[config.mk]
export PLATFORM = sky130hd
export DESIGN_NAME = hdmi_mode_sequencer
export DESIGN_NICKNAME = d
export VERILOG_FILES = /design/src/rtl/hdmi_seq_pkg.sv /design/src/rtl/sync_2ff.sv /design/src/rtl/hdmi_mode_sequencer.sv
export SDC_FILE = /design/constraint.sdc
export NUM_CORES = 1
export LEC_CHECK = 0
export BUFFER_PORTS_ARGS = -buffer_cell sky130_fd_sc_hd__buf_2
export CAP_MARGIN = 10
export CORE_MARGIN = 3
export CORE_UTILIZATION = 55
export CTS_BUF_LIST = sky130_fd_sc_hd__clkbuf_4 sky130_fd_sc_hd__clkbuf_8
export CTS_CLUSTER_SIZE = 25
export DETAILED_ROUTE_END_ITERATION = 10
export MAX_ROUTING_LAYER = met4
export PLACE_DENSITY = 0.83
export SYNTH_ARGS = -nofsm -noshare
export SYNTH_HDL_FRONTEND = slang
export SYNTH_SLANG_ARGS = --single-unit
[constraint.sdc]
create_clock -name clk -period 3.1 [get_ports clk]
set_input_delay 0.155 -clock clk [delete_from_list [all_inputs] [get_ports clk]]
set_output_delay 0.155 -clock clk [all_outputs]
set_load 0.05 [all_outputs]
[src/rtl/hdmi_seq_pkg.sv]
// Shared types for the HDMI output bring-up sequencer.
// State encoding and analyser mode codes.
package hdmi_seq_pkg;

    typedef enum logic [2:0] {
        PLL_RST,
        WAIT_LOCK,
        SETTLE,
        WAIT_FRAME,
        RUN
    } state_t;

    localparam logic [1:0] MODE_PAL     = 2'd0;
    localparam logic [1:0] MODE_NTSC    = 2'd1;
    localparam logic [1:0] MODE_MONO    = 2'd2;
    localparam logic [1:0] MODE_INVALID = 2'd3;

endpackage

[src/rtl/sync_2ff.sv]
// Two-flop synchroniser for asynchronous level inputs.
// Output lags the input by two clk cycles.
module sync_2ff #(
    parameter int WIDTH = 1
) (
    input  logic             clk,
    input  logic             reset,
    input  logic [WIDTH-1:0] d,
    output logic [WIDTH-1:0] q
);

    logic [WIDTH-1:0] meta;

    always_ff @(posedge clk) begin
        if (reset) begin
            meta <= '0;
            q    <= '0;
        end else begin
            meta <= d;
            q    <= meta;
        end
    end

endmodule

[src/rtl/hdmi_mode_sequencer.sv]
// HDMI PLL supervision, video mode debounce and encoder reset sequencing.
// Encoder leaves reset only with a settled lock, on a frame boundary.
module hdmi_mode_sequencer #(
    parameter int PLL_RST_CYCLES = 64,
    parameter int LOCK_TIMEOUT   = 1048576,
    parameter int SETTLE_CYCLES  = 4096,
    parameter int STABLE_FRAMES  = 2,
    parameter int MAX_RETRY      = 15
) (
    input  logic       clk,
    input  logic       reset,
    input  logic       vs_in_n,
    input  logic [1:0] vmode_in,
    input  logic       pll_lock,
    output logic       hdmi_pll_reset,
    output logic       hdmi_reset,
    output logic [1:0] active_mode,
    output logic       running,
    output logic [3:0] retry_count,
    output logic       error
);

    import hdmi_seq_pkg::*;

    localparam int CNT_MAX =
        (LOCK_TIMEOUT > SETTLE_CYCLES) ?
        ((LOCK_TIMEOUT > PLL_RST_CYCLES) ? LOCK_TIMEOUT : PLL_RST_CYCLES) :
        ((SETTLE_CYCLES > PLL_RST_CYCLES) ? SETTLE_CYCLES : PLL_RST_CYCLES);
    localparam int CW = $clog2(CNT_MAX + 1);

    localparam logic [CW-1:0] RST_LAST    = CW'(PLL_RST_CYCLES - 1);
    localparam logic [CW-1:0] LOCK_LAST   = CW'(LOCK_TIMEOUT - 1);
    localparam logic [CW-1:0] SETTLE_LAST = CW'(SETTLE_CYCLES - 1);
    localparam logic [3:0]    STABLE_MIN  = 4'(STABLE_FRAMES);
    localparam logic [3:0]    RETRY_LIM   = 4'(MAX_RETRY);

    state_t        state;
    logic [CW-1:0] cnt;
    logic          lock_s;
    logic          vs_prev;
    logic          frame_tick;
    logic [1:0]    candidate;
    logic [3:0]    stable_cnt;
    logic          stable_ok;
    logic          accept;
    logic [3:0]    retry_next;

    sync_2ff #(
        .WIDTH(1)
    ) u_lock_sync (
        .clk  (clk),
        .reset(reset),
        .d    (pll_lock),
        .q    (lock_s)
    );

    assign frame_tick = vs_prev & ~vs_in_n;
    assign stable_ok  = (stable_cnt >= STABLE_MIN);
    assign accept     = stable_ok && (candidate != active_mode);
    assign retry_next = (retry_count == 4'hf) ? 4'hf : retry_count + 4'd1;

    // Debounce runs in every state so a mode is ready when lock settles.
    always_ff @(posedge clk) begin
        if (reset) begin
            vs_prev    <= 1'b1;
            candidate  <= MODE_PAL;
            stable_cnt <= 4'd0;
        end else begin
            vs_prev <= vs_in_n;
            if (frame_tick) begin
                if (vmode_in == MODE_INVALID) begin
                    stable_cnt <= 4'd0;
                end else if (vmode_in == candidate) begin
                    if (stable_cnt != 4'hf)
                        stable_cnt <= stable_cnt + 4'd1;
                end else begin
                    candidate  <= vmode_in;
                    stable_cnt <= 4'd1;
                end
            end
        end
    end

    always_ff @(posedge clk) begin
        if (reset) begin
            state          <= PLL_RST;
            cnt            <= '0;
            hdmi_pll_reset <= 1'b1;
            hdmi_reset     <= 1'b1;
            active_mode    <= MODE_PAL;
            running        <= 1'b0;
            retry_count    <= 4'd0;
            error          <= 1'b0;
        end else begin
            hdmi_reset <= (state != RUN);
            running    <= (state == RUN);
            cnt        <= cnt + 1'b1;
            unique case (state)
                PLL_RST: begin
                    if (cnt == RST_LAST) begin
                        state          <= WAIT_LOCK;
                        cnt            <= '0;
                        hdmi_pll_reset <= 1'b0;
                    end
                end
                WAIT_LOCK: begin
                    if (lock_s) begin
                        state <= SETTLE;
                        cnt   <= '0;
                    end else if (cnt == LOCK_LAST) begin
                        state          <= PLL_RST;
                        cnt            <= '0;
                        hdmi_pll_reset <= 1'b1;
                        retry_count    <= retry_next;
                        if (retry_next >= RETRY_LIM)
                            error <= 1'b1;
                    end
                end
                SETTLE: begin
                    if (!lock_s) begin
                        state <= WAIT_LOCK;
                        cnt   <= '0;
                    end else if (cnt == SETTLE_LAST) begin
                        state <= WAIT_FRAME;
                        cnt   <= '0;
                    end
                end
                WAIT_FRAME: begin
                    cnt <= '0;
                    if (!lock_s) begin
                        state <= WAIT_LOCK;
                    end else if (frame_tick) begin
                        if (stable_ok)
                            active_mode <= candidate;
                        state <= RUN;
                    end
                end
                RUN: begin
                    cnt <= '0;
                    // Lock loss outranks a pending mode change.
                    if (!lock_s)
                        state <= WAIT_LOCK;
                    else if (accept)
                        state <= WAIT_FRAME;
                end
                default: begin
                    state <= PLL_RST;
                    cnt   <= '0;
                end
            endcase
        end
    end

endmodule

==> results of run 1 <==
[cells in the mapped netlist (all sizes together), types with 3 or more instances]
cell type,count,area (µm²)
nor3,12,65.06
ha,4,50.05
nor2b,4,25.02
xnor2,10,87.58
nand4,5,31.28
xor2,13,113.9
buf,4,18.76
nand3,15,75.07
o21ai,11,58.81
inv,6,22.52
nand2,15,56.30
nor2,43,161.4
and2,3,18.77
dfxtp,43,860.8
clkbuf,5,21.27
and4,4,38.79
a211oi,3,22.52
a21oi,9,45.04
nor4,3,18.77
or3,3,18.77
[report_power, final]
| group | internal [W] | total (W) | switching, W |
|---|---|---|---|
| logic | 0.0000454 | 0.000108 | 0.0000625 |
| clock network | 0.000261 | 0.000449 | 0.000188 |
| registers | 0.000570 | 0.000597 | 0.0000268 |
| total | 0.000876 | 0.00115 | 0.000278 |
[registers in the layout, summed over array words and instances (netlist names)]
register,cells
cnt,21
retry_count,4
stable_cnt,4
state,3
active_mode,2
candidate,2
error,1
hdmi_pll_reset,1
hdmi_reset,1
running,1
u_lock_sync.meta,1
u_lock_sync.q,1
vs_prev,1
[cell usage in the layout (no fill, tap or decap), types with 4 or more instances in the layout]
cell      count
xor2_1       13
ha_1          4
nor3_1       11
inv_1         6
o21ai_0       8
nand4_1       5
nor2_1       43
nand2_1      15
clkbuf_8      6
a21oi_1       9
dfxtp_1      43
xnor2_1      10
nand3_1      15
buf_2        15
nor2b_1       4
[layer usage]
metal / track usage [%] / up-vias
met3: 7.083 / 6
li1: - / 872
met4: 6.853 / 0
met1: 23.41 / 788
met5: - / -
met2: 34.53 / 28
[kinds of logic (layout without fill, tap and decap cells)]
family | after synthesis | in the layout | share of synthesized area, %
buffers and inverters | 15 | 30 | 3.075
xor gates and xnor gates | 23 | 23 | 9.901
muxes | 2 | 2 | 0.9840
AOI/OAI and AO/OA | 34 | 34 | 11.01
DFF | 43 | 43 | 42.31
and+or+nand+nor | 120 | 120 | 30.26
adders and majority gates | 4 | 4 | 2.460
[worst max-delay path: stages (launching register included)]
cell	delay, ps
dfxtp_1	390
ha_1	290
nor4b_2	230
nand4_1	200
o21ai_2	190
o2111ai_1	190
or3_1	350
a31oi_1	170
[how the worst max path moves through the flow]
stage | endpoint | slack [ps]
after floorplan | state[1] | 1240
after global placement | state[1] | 1130
after detailed placement | state[1] | 1060
after CTS | state[1] | 1000
after global routing | cnt[17] | 740
final | state[1] | 1010
[area by class of cell]
| class | count | area, µm² | share of cell area (%) |
|---|---|---|---|
| multi-input combinational | 183 | 1111 | 49.33 |
| inverter | 6 | 22.52 | 1.000 |
| clock inverter | 2 | 35.03 | 1.556 |
| sequential | 43 | 860.8 | 38.22 |
| clock buffer | 6 | 82.58 | 3.667 |
| tap | 46 | 57.56 | 2.556 |
| timing repair buffer | 16 | 82.58 | 3.667 |
[metrics by stage]
stage	cell area, µm²	hold WS (ps)
6_report	2252	60.95
5_1_grt	2252	50.46
4_1_cts	2252	61.00
3_5_place_dp	2135	371.8
3_3_place_gp	2135	364.7
2_1_floorplan	2034	238.1
==> impl_metrics.toml, run 1 <==
[sta]
fin_setup_tns_ps = 0
rsz0062_at_grt = "false"
setup_viol = 0
finClkSkew_ps = 5.997
hold_violations = 0
setup_ws_ps = 1009
fin_crit_sh_pct = 67.45
worst_pin_slew_ps = 613.0
slew_headroom_pct = 58.70
fin_crit_ps = 2091
max_freq_mhz = 478.3
drv_slew = 0

[pwr]
total_power_w = 0.001153
p_leak_nw = 0.8035
vdd_drop_max_uv = 353.2
p_per_area_nw_per_um2 = 512.2

[logic_synthesis]
synthesis.nets = 251
synth-main-ff-cell = "dfxtp_1"
synth_area_um2 = 2034
syn_area_per_cell_um2 = 8.442
synth_seq_cells = 43
synth-edff-count = 0
yosys_warnings = 0
yosysSeqAreaShare_pct = 42.31
synth.distinct_cells = 48
syn_inst = 241
synthArstFlopShare_pct = 0

[cts]
clock_latency_ps = 300
cts_tree = "yes"
cts_hold_buf = 0
cts_root_buf = "clkbuf_8"
cts_resized = 0
htree_levels = 2
numCtsBuffers = 5
cts.sinks = 43
cts_setup_buffers = 0
clk_pin_slew_worst_paths_ps = 80
cts_buffer_depth = 2

[cells_and_area]
drive_gt1_share_pct = 13.28
n_fill_cell = 304
nets = 265
diodes = 0
syn2layout_area_growth_pct = 10.70
stdcell_count = 302
final_core_util_pct = 65.43

[critical_path]
reg2reg_to = "state[1]"
worstPathMaxFanout = 7
ff2ff_path_depth = 7
cp-start-kind = "register"
critPathRequiredTime_ps = 3330
arrival_ps = 2320
cp-end-kind = "register"
worstSetupPathType = "reg2reg"
rr_startpoint = "cnt[0]"
r2r_slack_ps = 1010
crit_start = "cnt[0]"

[placed_design]
numPortBuffers = 15
dp_hpwl_mm = 2.706
gp_congestion = 0.8252
dp_worst_setup_slack_ps = 1056
placed_cells = 294

[detailed_routing]
vias = 1694
met2_length_mm = 1.905
highest_layer = "met4"
avgViaCountPerCell = 5.609
drtPass1Iterations = 4
wl_met3_um = 167
wl_per_cell_um = 13.01
met1_length_mm = 1.802
drt_iter0_markers = 93
drt.antenna.violating_nets = 0
finalWirelength_mm = 3.929
drc = 0

[min_path]
min_to = "vs_prev"
hold_start = "vs_in_n"
whs_path_depth = 2
hold_class = "in2reg"

[die]
ioPinCount = 16
coreArea_um2 = 3442
die_x_um = 66.82
die_h_um = 66.82
start_util_pct = 59.11
rows = 21
die_area_um2 = 4465

[grt]
grt_overflow = 0
grt_max_degree = 23
antenna_found_initial = 0
grt.total_usage_pct = 20.79
first_global_vias = 1596
grt_pass1_wl_mm = 6.796

[run]
drv_cap = 0

[outcome]
outcome = "finished, final reports clean"
(Power assumes the default switching activity.)
==> run 2, diff against run 1 <==
Clock period 3.1 ns to 2.06 ns, I/O delays scaled along.
==> run 2 against run 1 <==
  * Combinational power increased by 59%
  * Worst hold slack got worse by 28 ps
  * Wire length decreased by 3.2%
  * Largest power group unchanged
  * Register-to-register slack got worse by 830 ps
  * First-iteration DRC count decreased by 11%
  * Sequential share of layout area decreased by 0.39 points
  * Highest routed layer unchanged
==> impl_metrics.toml, run 2 (same netlist as run 1, synthesis figures left out) <==
[critical_path]
arrival_ps = 2100
cp-start-kind = "register"
worstPathMaxFanout = 5
worstSetupPathType = "reg2reg"
cp-end-kind = "register"
r2r_slack_ps = 180
rr_startpoint = "cnt[1]"
reg2reg_to = "state[2]"
critPathRequiredTime_ps = 2280
ff2ff_path_depth = 7

[detailed_routing]
drtPass1Iterations = 4
vias = 1664
drt_iter0_markers = 83
avgViaCountPerCell = 5.456
wl_per_cell_um = 12.48
drt.antenna.violating_nets = 0
drc = 0
finalWirelength_mm = 3.805

[cts]
cts_buffer_depth = 2
htree_levels = 2
cts_tree = "yes"
clk_pin_slew_worst_paths_ps = 70
cts.sinks = 43
cts_setup_buffers = 0
numCtsBuffers = 5
clock_latency_ps = 280
cts_root_buf = "clkbuf_8"

[grt]
grt_overflow = 0
antenna_found_initial = 0
grt.total_usage_pct = 18.89
first_global_vias = 1472
grt_max_degree = 23
grt_pass1_wl_mm = 6.313

[sta]
fin_crit_sh_pct = 91.17
fin_setup_tns_ps = 0
worst_pin_slew_ps = 643.8
setup_ws_ps = 181.8
setup_viol = 0
finClkSkew_ps = 1.824
rsz0062_at_grt = "false"
slew_headroom_pct = 56.63
holdWs_ps = 33.07
hold_violations = 0
drv_slew = 0
max_freq_mhz = 532.4
fin_crit_ps = 1878

[cells_and_area]
drive_gt1_share_pct = 15.83
nets = 268
top_register = "cnt"
top_regs = "cnt (21), retry_count (4), stable_cnt (4)"
diodes = 0
syn2layout_area_growth_pct = 11.99
final_core_util_pct = 66.19
final_cell_mix = "nor2_1, dfxtp_1, nand3_1, nand2_1, buf_2"
n_fill_cell = 280
largest_reg_flops = 21
final_common_cell = "nor2_1"

[run]
drv_cap = 0

[placed_design]
dp_hpwl_mm = 2.713
dp_worst_setup_slack_ps = 124.3
numPortBuffers = 15
gp_congestion = 0.8088

[pwr]
p_per_area_nw_per_um2 = 723.3
p_leak_nw = 0.8166
total_power_w = 0.001648
vdd_drop_max_uv = 567.2

[outcome]
outcome = "finished, final reports clean"

[min_path]
whs_path_depth = 2
hold_start = "vs_in_n"
min_to = "vs_prev"
hold_class = "in2reg"

[die]
die_area_um2 = 4465
start_util_pct = 59.11
die_x_um = 66.82
die_h_um = 66.82
coreArea_um2 = 3442
ioPinCount = 16
rows = 21
run 2: per-layer routing:
layer,GRT usage (%),routed length (µm),vias up
li1,-,-,872
met1,23.80,1853,767
met2,29.83,1822,21
met3,5.565,103,4
met4,4.569,25,0
met5,-,0,-
run 2: critical path: stages (launching register included):
cell,delay [ps]
dfxtp_1,360
ha_1,170
nor4b_2,200
nand4_1,220
o21ai_2,220
o2111ai_2,150
or3_1,340
a21oi_1,150
run 2: through the flow:
step | std cells | area, µm²
after detailed placement | 297 | 2157
after floorplan | 241 | 2034
final | 305 | 2278
after CTS | 305 | 2261
after global routing | 305 | 2278
after global placement | 297 | 2157
run 2: worst max-delay path by stage:
stage,to,slack (ps),cells past startpoint,startpoint
global placement,state[0],230,8,stable_cnt[0]
detailed placement,state[0],120,8,stable_cnt[0]
global route,state[2],2,7,cnt[1]
finish,state[2],180,7,cnt[1]
floorplan,state[1],200,7,cnt[0]
CTS,state[0],110,8,stable_cnt[0]
run 2: power by group:
| group | internal (W) | leakage (nW) | switching [W] | total [W] |
|---|---|---|---|---|
| sequential | 0.000859 | 0.348 | 0.0000411 | 0.000900 |
| clock | 0.000319 | 0.0549 | 0.000257 | 0.000576 |
| combinational | 0.0000762 | 0.413 | 0.0000956 | 0.000172 |
run 2: layout make-up:
type                    count  area [µm²]  area share (%)
clock buffers               8       103.9           4.558
multi-input cells         183        1127           49.48
well taps                  46       57.56           2.526
repair buffers             19       105.1           4.613
flip-flops and latches     43       862.1           37.84
inverters                   6       22.52          0.9885
run 2: timing repair:
item                       4_1_cts  5_1_grt
hold buffers                     0        0
resized for setup                0        4
setup endpoints to repair        0        3
